$ cat config.mk
export PLATFORM = sky130hd
export DESIGN_NAME = izh_spike_isi_encoder
export DESIGN_NICKNAME = d
export VERILOG_FILES = /design/src/rtl/izh_pkg.sv /design/src/rtl/izh_isi_fifo.sv /design/src/rtl/izh_spike_isi_encoder.sv
export SDC_FILE = /design/constraint.sdc
export NUM_CORES = 1
export LEC_CHECK = 0
export CAP_MARGIN = 20
export CORE_UTILIZATION = 51
export DETAILED_ROUTE_END_ITERATION = 12
export GPL_TIMING_DRIVEN = 0
export PLACE_DENSITY = 0.77
export SLEW_MARGIN = 20
export SYNTH_ARGS = -nofsm -noshare
export SYNTH_HDL_FRONTEND = slang
export SYNTH_SLANG_ARGS = --single-unit
$ cat constraint.sdc
create_clock -name clk -period 2.25 [get_ports clk]
set_input_delay 0.5625 -clock clk [delete_from_list [all_inputs] [get_ports clk]]
set_output_delay 0.5625 -clock clk [all_outputs]
set_load 0.02 [all_outputs]
$ cat src/rtl/izh_pkg.sv
// Shared definitions for the Izhikevich neuron datapath: sample format,
// default spike/re-arm thresholds and the spike comparator state encoding.
package izh_pkg;

    localparam int V_W    = 8;
    localparam int V_FRAC = 6;

    localparam logic [V_W-1:0] TH_HI_DEF = 8'h13;  // +0.30 in signed 2.6
    localparam logic [V_W-1:0] TH_LO_DEF = 8'hF0;  // -0.25 in signed 2.6

    typedef enum logic {
        ARMED   = 1'b0,
        REFRACT = 1'b1
    } izh_state_e;

endpackage

$ cat src/rtl/izh_isi_fifo.sv
// Register FIFO holding {first, isi} entries; head is presented on a
// valid/ready read port, pushes beyond capacity are refused unless a pop frees a slot.
module izh_isi_fifo #(
    parameter int W     = 17,
    parameter int DEPTH = 4,
    localparam int PTR_W = $clog2(DEPTH),
    localparam int LVL_W = PTR_W + 1
) (
    input  logic             clk,
    input  logic             rst_n,
    input  logic             push_i,
    input  logic [W-1:0]     push_data_i,
    input  logic             pop_i,
    output logic [W-1:0]     head_o,
    output logic             valid_o,
    output logic             full_o,
    output logic [LVL_W-1:0] level_o
);

    logic [W-1:0]     mem_q [DEPTH];
    logic [PTR_W-1:0] wr_ptr_q;
    logic [PTR_W-1:0] rd_ptr_q;
    logic [LVL_W-1:0] level_q;
    logic             do_push;
    logic             do_pop;

    assign valid_o = (level_q != '0);
    assign full_o  = (level_q == LVL_W'(DEPTH));
    assign head_o  = mem_q[rd_ptr_q];
    assign level_o = level_q;

    // A pop in the same cycle makes room, so a full FIFO can still take a push.
    assign do_pop  = pop_i & valid_o;
    assign do_push = push_i & (~full_o | do_pop);

    always_ff @(posedge clk or negedge rst_n) begin
        if (!rst_n) begin
            for (int i = 0; i < DEPTH; i++) begin
                mem_q[i] <= '0;
            end
            wr_ptr_q <= '0;
            rd_ptr_q <= '0;
            level_q  <= '0;
        end else begin
            if (do_push) begin
                mem_q[wr_ptr_q] <= push_data_i;
                wr_ptr_q        <= wr_ptr_q + 1'b1;
            end
            if (do_pop) begin
                rd_ptr_q <= rd_ptr_q + 1'b1;
            end
            case ({do_push, do_pop})
                2'b10:   level_q <= level_q + 1'b1;
                2'b01:   level_q <= level_q - 1'b1;
                default: level_q <= level_q;
            endcase
        end
    end

endmodule

$ cat src/rtl/izh_spike_isi_encoder.sv
// Hysteresis spike detector with inter-spike-interval measurement and ISI FIFO.
// Optional spike-rate window enabled by defining IZH_SPIKE_RATE_EN.
module izh_spike_isi_encoder
    import izh_pkg::*;
#(
    parameter int ISI_W   = 16,
    parameter int DEPTH   = 4,
    parameter int WIN_LG2 = 8,
    localparam int LVL_W  = $clog2(DEPTH) + 1
) (
    input  logic             clk,
    input  logic             rst_n,
    input  logic             v_valid,
    input  logic [V_W-1:0]   v_in,
    input  logic [V_W-1:0]   th_hi,
    input  logic [V_W-1:0]   th_lo,
    output logic             spike,
    output logic             isi_valid,
    input  logic             isi_ready,
    output logic [ISI_W-1:0] isi_data,
    output logic             isi_first,
    output logic [LVL_W-1:0] fifo_level,
    output logic             overflow,
    input  logic             ovf_clr,
    output logic [7:0]       rate,
    output logic             rate_valid
);

    if (DEPTH < 2 || (DEPTH & (DEPTH - 1)) != 0 || WIN_LG2 < 1 || ISI_W < 2) begin : g_bad_param
        $error("izh_spike_isi_encoder: illegal parameter combination");
    end

    izh_state_e       state_q, state_d;
    logic [ISI_W-1:0] cnt_q, cnt_d;
    logic [ISI_W-1:0] cnt_inc;
    logic             first_q, first_d;
    logic             spike_q;
    logic             overflow_q;
    logic             spike_det;
    logic             gt_hi;
    logic             lt_lo;
    logic             fifo_full;
    logic             pop;
    logic [ISI_W:0]   head;

    assign gt_hi   = $signed(v_in) > $signed(th_hi);
    assign lt_lo   = $signed(v_in) < $signed(th_lo);
    assign cnt_inc = (cnt_q == '1) ? cnt_q : cnt_q + 1'b1;

    always_comb begin
        state_d   = state_q;
        cnt_d     = cnt_q;
        first_d   = first_q;
        spike_det = 1'b0;
        if (v_valid) begin
            case (state_q)
                ARMED: begin
                    if (gt_hi) begin
                        spike_det = 1'b1;
                        state_d   = REFRACT;
                    end
                end
                REFRACT: begin
                    if (lt_lo) begin
                        state_d = ARMED;
                    end
                end
                default: state_d = ARMED;
            endcase
            cnt_d = spike_det ? '0 : cnt_inc;
            if (spike_det) begin
                first_d = 1'b0;
            end
        end
    end

    always_ff @(posedge clk or negedge rst_n) begin
        if (!rst_n) begin
            state_q    <= ARMED;
            cnt_q      <= '0;
            first_q    <= 1'b1;
            spike_q    <= 1'b0;
            overflow_q <= 1'b0;
        end else begin
            state_q <= state_d;
            cnt_q   <= cnt_d;
            first_q <= first_d;
            spike_q <= spike_det;
            // A drop in the same cycle as a clear keeps the flag set.
            if (spike_det && fifo_full && !pop) begin
                overflow_q <= 1'b1;
            end else if (ovf_clr) begin
                overflow_q <= 1'b0;
            end
        end
    end

    assign pop = isi_valid & isi_ready;

    izh_isi_fifo #(
        .W     (ISI_W + 1),
        .DEPTH (DEPTH)
    ) u_fifo (
        .clk         (clk),
        .rst_n       (rst_n),
        .push_i      (spike_det),
        .push_data_i ({first_q, cnt_inc}),
        .pop_i       (pop),
        .head_o      (head),
        .valid_o     (isi_valid),
        .full_o      (fifo_full),
        .level_o     (fifo_level)
    );

    assign isi_first = head[ISI_W];
    assign isi_data  = head[ISI_W-1:0];
    assign spike     = spike_q;
    assign overflow  = overflow_q;

`ifdef IZH_SPIKE_RATE_EN
    logic [WIN_LG2-1:0] win_q;
    logic [7:0]         spk_q;
    logic [7:0]         spk_inc;
    logic [7:0]         rate_q;
    logic               rate_valid_q;

    assign spk_inc = (spike_det && spk_q != 8'hFF) ? spk_q + 8'd1 : spk_q;

    // The last sample of the window is folded into the published count.
    always_ff @(posedge clk or negedge rst_n) begin
        if (!rst_n) begin
            win_q        <= '0;
            spk_q        <= '0;
            rate_q       <= '0;
            rate_valid_q <= 1'b0;
        end else begin
            rate_valid_q <= 1'b0;
            if (v_valid) begin
                win_q <= win_q + 1'b1;
                if (&win_q) begin
                    rate_q       <= spk_inc;
                    rate_valid_q <= 1'b1;
                    spk_q        <= '0;
                end else begin
                    spk_q <= spk_inc;
                end
            end
        end
    end

    assign rate       = rate_q;
    assign rate_valid = rate_valid_q;
`else
    assign rate       = '0;
    assign rate_valid = 1'b0;
`endif

endmodule

==> flow_metrics.py <==
metrics = {
    "pwr": {
        "seqPwrFrac": 0.380,
        "internal_power_uw": 3780,
        "power.density_mw_per_mm2": 846,
        "switching_share": 0.338,
        "total_power_uw": 5720,
        "leakagePower_uw": 0.00321,
        "p_sw_uw": 1940,
        "clockPowerShare": 0.202,
        "vdd_drop_max_mv": 0.632,
        "power_frac_comb": 0.419,
    },
    "run_status": {
        "violations": "negative setup slack",
        "outcome": "complete, but fails checks",
    },
    "detailed_routing": {
        "ant_nets": 0,
        "drt_wl_total_um": 11600,
        "first_pass_iters": 4,
        "drt_drc_violations_left": 0,
        "drt-vias-per-instance": 5.38,
        "drt_iter0_drc": 175,
        "dr_total_vias": 3473,
        "post_drt_wl_per_cell_um": 17.9,
    },
    "synth": {
        "yosysSeqAreaShare": 0.466,
        "synth_edf_count": 0,
        "synthMuxAreaShare": 0.236,
        "yosysWarningCount": 0,
        "synth_xor_area_frac": 0.0429,
        "async_reset_ff_frac": 1.00,
        "synth_simple_gate_area_frac": 0.0868,
        "synth_compound_area_frac": 0.0586,
        "netlist_area_mm2": 0.00510,
        "synth_cells": 405,
        "synth.distinct_cells": 49,
        "syn_area_per_cell_um2": 12.6,
        "synthAdderAreaFrac": 0.0554,
        "synth_top_family_by_area": "multiplexers",
        "synth-seq-cells": 95,
        "synth_ff_type": "dfrtp_1",
    },
    "grt": {
        "grt_pass1_wl_um": 18400,
        "overflow": 0,
        "grt_max_degree": 67,
        "grt_use_total": 0.236,
        "antenna_found_initial": 0,
        "grt_pass1_vias": 3662,
    },
    "floorplanning": {
        "io_pins": 61,
        "core.rowCount": 36,
        "core_mm2": 0.00973,
        "fp.dieArea_mm2": 0.0104,
        "start_util": 0.525,
        "die_y_um": 102,
        "fp.dieW_um": 102,
    },
    "clocking": {
        "cts_tree": "built",
        "cts_buffers": 9,
        "cts_root_buffer": "clkbuf_8",
        "htree_levels": 3,
        "clock-sinks": 95,
        "clkTransAtPathRegs_ps": 90,
        "clk_latency_ps": 370,
        "clk_path_buf_depth": 2,
    },
    "worst_setup_path": {
        "critical_path_class": "in2reg",
        "end_kind": "flip-flop",
        "path_cells": "buf_12, inv_12, ha_4, nor2b_1, o211ai_1, a21oi_2, o21ai_4, a21o_1, ha_4, inv_2, fa_2, xor2_1, nor2_1, xor2_1",
        "cp.required_ps": 2540,
        "critical_path.startpoint": "th_hi[1]",
        "critPathSlowestCell": "fa_2",
        "cp_max_fo": 3,
        "arrival_ps": 2630,
        "slowest_delay_ps": 330,
        "r2r_start": "u_fifo.level_o[0]",
        "cp-start-kind": "primary input",
    },
    "hold_path": {
        "min_path_type": "in2async",
    },
    "timing": {
        "finalHoldViolations": 0,
        "min_period_over_period": 1.04,
        "fin_worst_skew_ps": 11.6,
        "fin_crit_ps": 2340,
        "slew_headroom": 0.619,
        "setup_viol_count_final": 41,
        "max_freq_mhz": 428,
        "rsz0062_at_grt": "yes",
        "drv_slew": 0,
        "tightest_slew_ps": 572,
        "finalWorstSetupSlack_ps": -87.7,
    },
    "job": {
        "maxCapViolCount": 0,
    },
    "final_layout": {
        "fin_area_mm2": 0.00676,
        "drive_gt1_frac": 0.452,
        "seqCellArea_mm2": 0.00238,
        "antennaDiodeCount": 0,
        "multi_input_area_mm2": 0.00284,
        "post-route-util": 0.695,
        "area_growth_pct": 32.4,
        "nets": 559,
        "fillCellCount": 672,
    },
    "place": {
        "portBuffers": 51,
        "place_congestion": 0.805,
        "postPlaceCellArea_mm2": 0.00600,
        "hpwl_um": 7310,
        "dp_slack_ps": -1380,
    },
}
[area by class of cell]
class | instances | area share
multi-input combinational | 266 | 0.420
sequential | 95 | 0.352
timing repair buffer | 86 | 0.127
buffer | 24 | 0.0298
tap | 133 | 0.0246
clock buffer | 9 | 0.0183
inverter | 26 | 0.0167
clock inverter | 7 | 0.0117
[through the flow]
| step | TNS [ps] | hold slack (ps) | cells |
|---|---|---|---|
| finish | -883 | 54.1 | 646 |
| global route | -3620 | 68.0 | 646 |
| CTS | -611 | 56.4 | 638 |
| detailed placement | -100080 | 457 | 598 |
| global placement | -360650 | 464 | 597 |
| floorplan | -21140 | 267 | 413 |
[worst paths after layout]
kind,end,slack (ps),cells after the start
hold / removal,u_fifo.mem_q[0],50,1
max in group asynchronous,first_q,1540,2
hold reg to reg,u_fifo.mem_q[10],500,1
min in group clk,u_fifo.mem_q[10],500,1
setup reg to reg,u_fifo.level_o[2],-50,9
setup / recovery,u_fifo.level_o[2],-90,14
[routing by layer]
metal,up-vias,track usage,wire length (um)
li1,1625,-,-
met1,1764,0.312,5120
met2,69,0.397,5910
met3,15,0.0417,402
met4,0,0.0714,139
met5,-,0,0
[layout by cell type (no fill, tap or decap), drive strengths merged, types with 3 or more instances in the layout]
| cell | count |
|---|---|
| nand2 | 16 |
| buf | 85 |
| nor3 | 3 |
| and2 | 3 |
| xnor2 | 12 |
| mux2 | 71 |
| ha | 21 |
| a21oi | 7 |
| inv | 29 |
| clkbuf | 17 |
| nand3 | 9 |
| clkdlybuf4s50 | 15 |
| a211oi | 4 |
| clkinvlp | 3 |
| o21ai | 6 |
| nor2b | 3 |
| a31oi | 7 |
| dfrtp | 94 |
| nand4 | 7 |
| a21o | 5 |
| mux4 | 17 |
| conb | 9 |
| and3 | 6 |
| nor2 | 28 |
| xor2 | 13 |
[sequential cells by signal (all words and copies together) (netlist names)]
signal / count
cnt_q: 16
u_fifo.level_o: 3
u_fifo.wr_ptr_q: 2
u_fifo.mem_q: 68
spike: 1
overflow: 1
u_fifo.rd_ptr_q: 2
first_q: 1
state_q: 1
[critical path, delay by kind of cell]
kind	cells	cell delay, ps
adder cells (fa/ha/maj)	3	670
buffers and inverters	3	180
AND/OR/NAND/NOR	2	260
AO/OA/AOI/OAI	4	660
XOR/XNOR	2	290
[synth_stat cells, types with 8 or more instances]
cell     count  area, um^2
buf_4        9        67.6
dfrtp_1     94        2350
ha_1        21         263
inv_1       26        97.6
mux2_1       8        90.1
mux2_2      62         698
mux4_2      17         383
nand2_1     15        56.3
nand3_1      8        40.0
nor2_1      28         105
xnor2_1     12         105
xor2_1      13         114
[power groups by stage]
stage	logic (uW)	registers [uW]	clock network [uW]
2_1_floorplan	1350	2170	0
3_3_place_gp	1880	2170	0
3_5_place_dp	1950	2180	0
4_1_cts	2250	2160	1180
5_1_grt	2590	2200	1250
6_report	2390	2170	1150
[cells by family (layout without fill, tap and decap cells)]
group | Yosys count | after routing
xor gates and xnor gates | 25 | 25
muxes | 90 | 90
DFF | 95 | 95
AOI/OAI and AO/OA | 37 | 37
other | 1 | 9
and+or+nand+nor | 83 | 83
adders and majority gates | 22 | 22
buffers and inverters | 52 | 152
[what timing repair did]
action                                  in CTS  in global routing
pin swaps                                   32                  9
endpoints found under the setup margin     111                 90
hold buffers                                 0                  0
resized for setup                          196                 50
endpoints found under the hold margin        0                  0
buffers inserted                            21                 10
cloned                                       4                  1
Note: power is estimated with default switching activity, not from simulation.
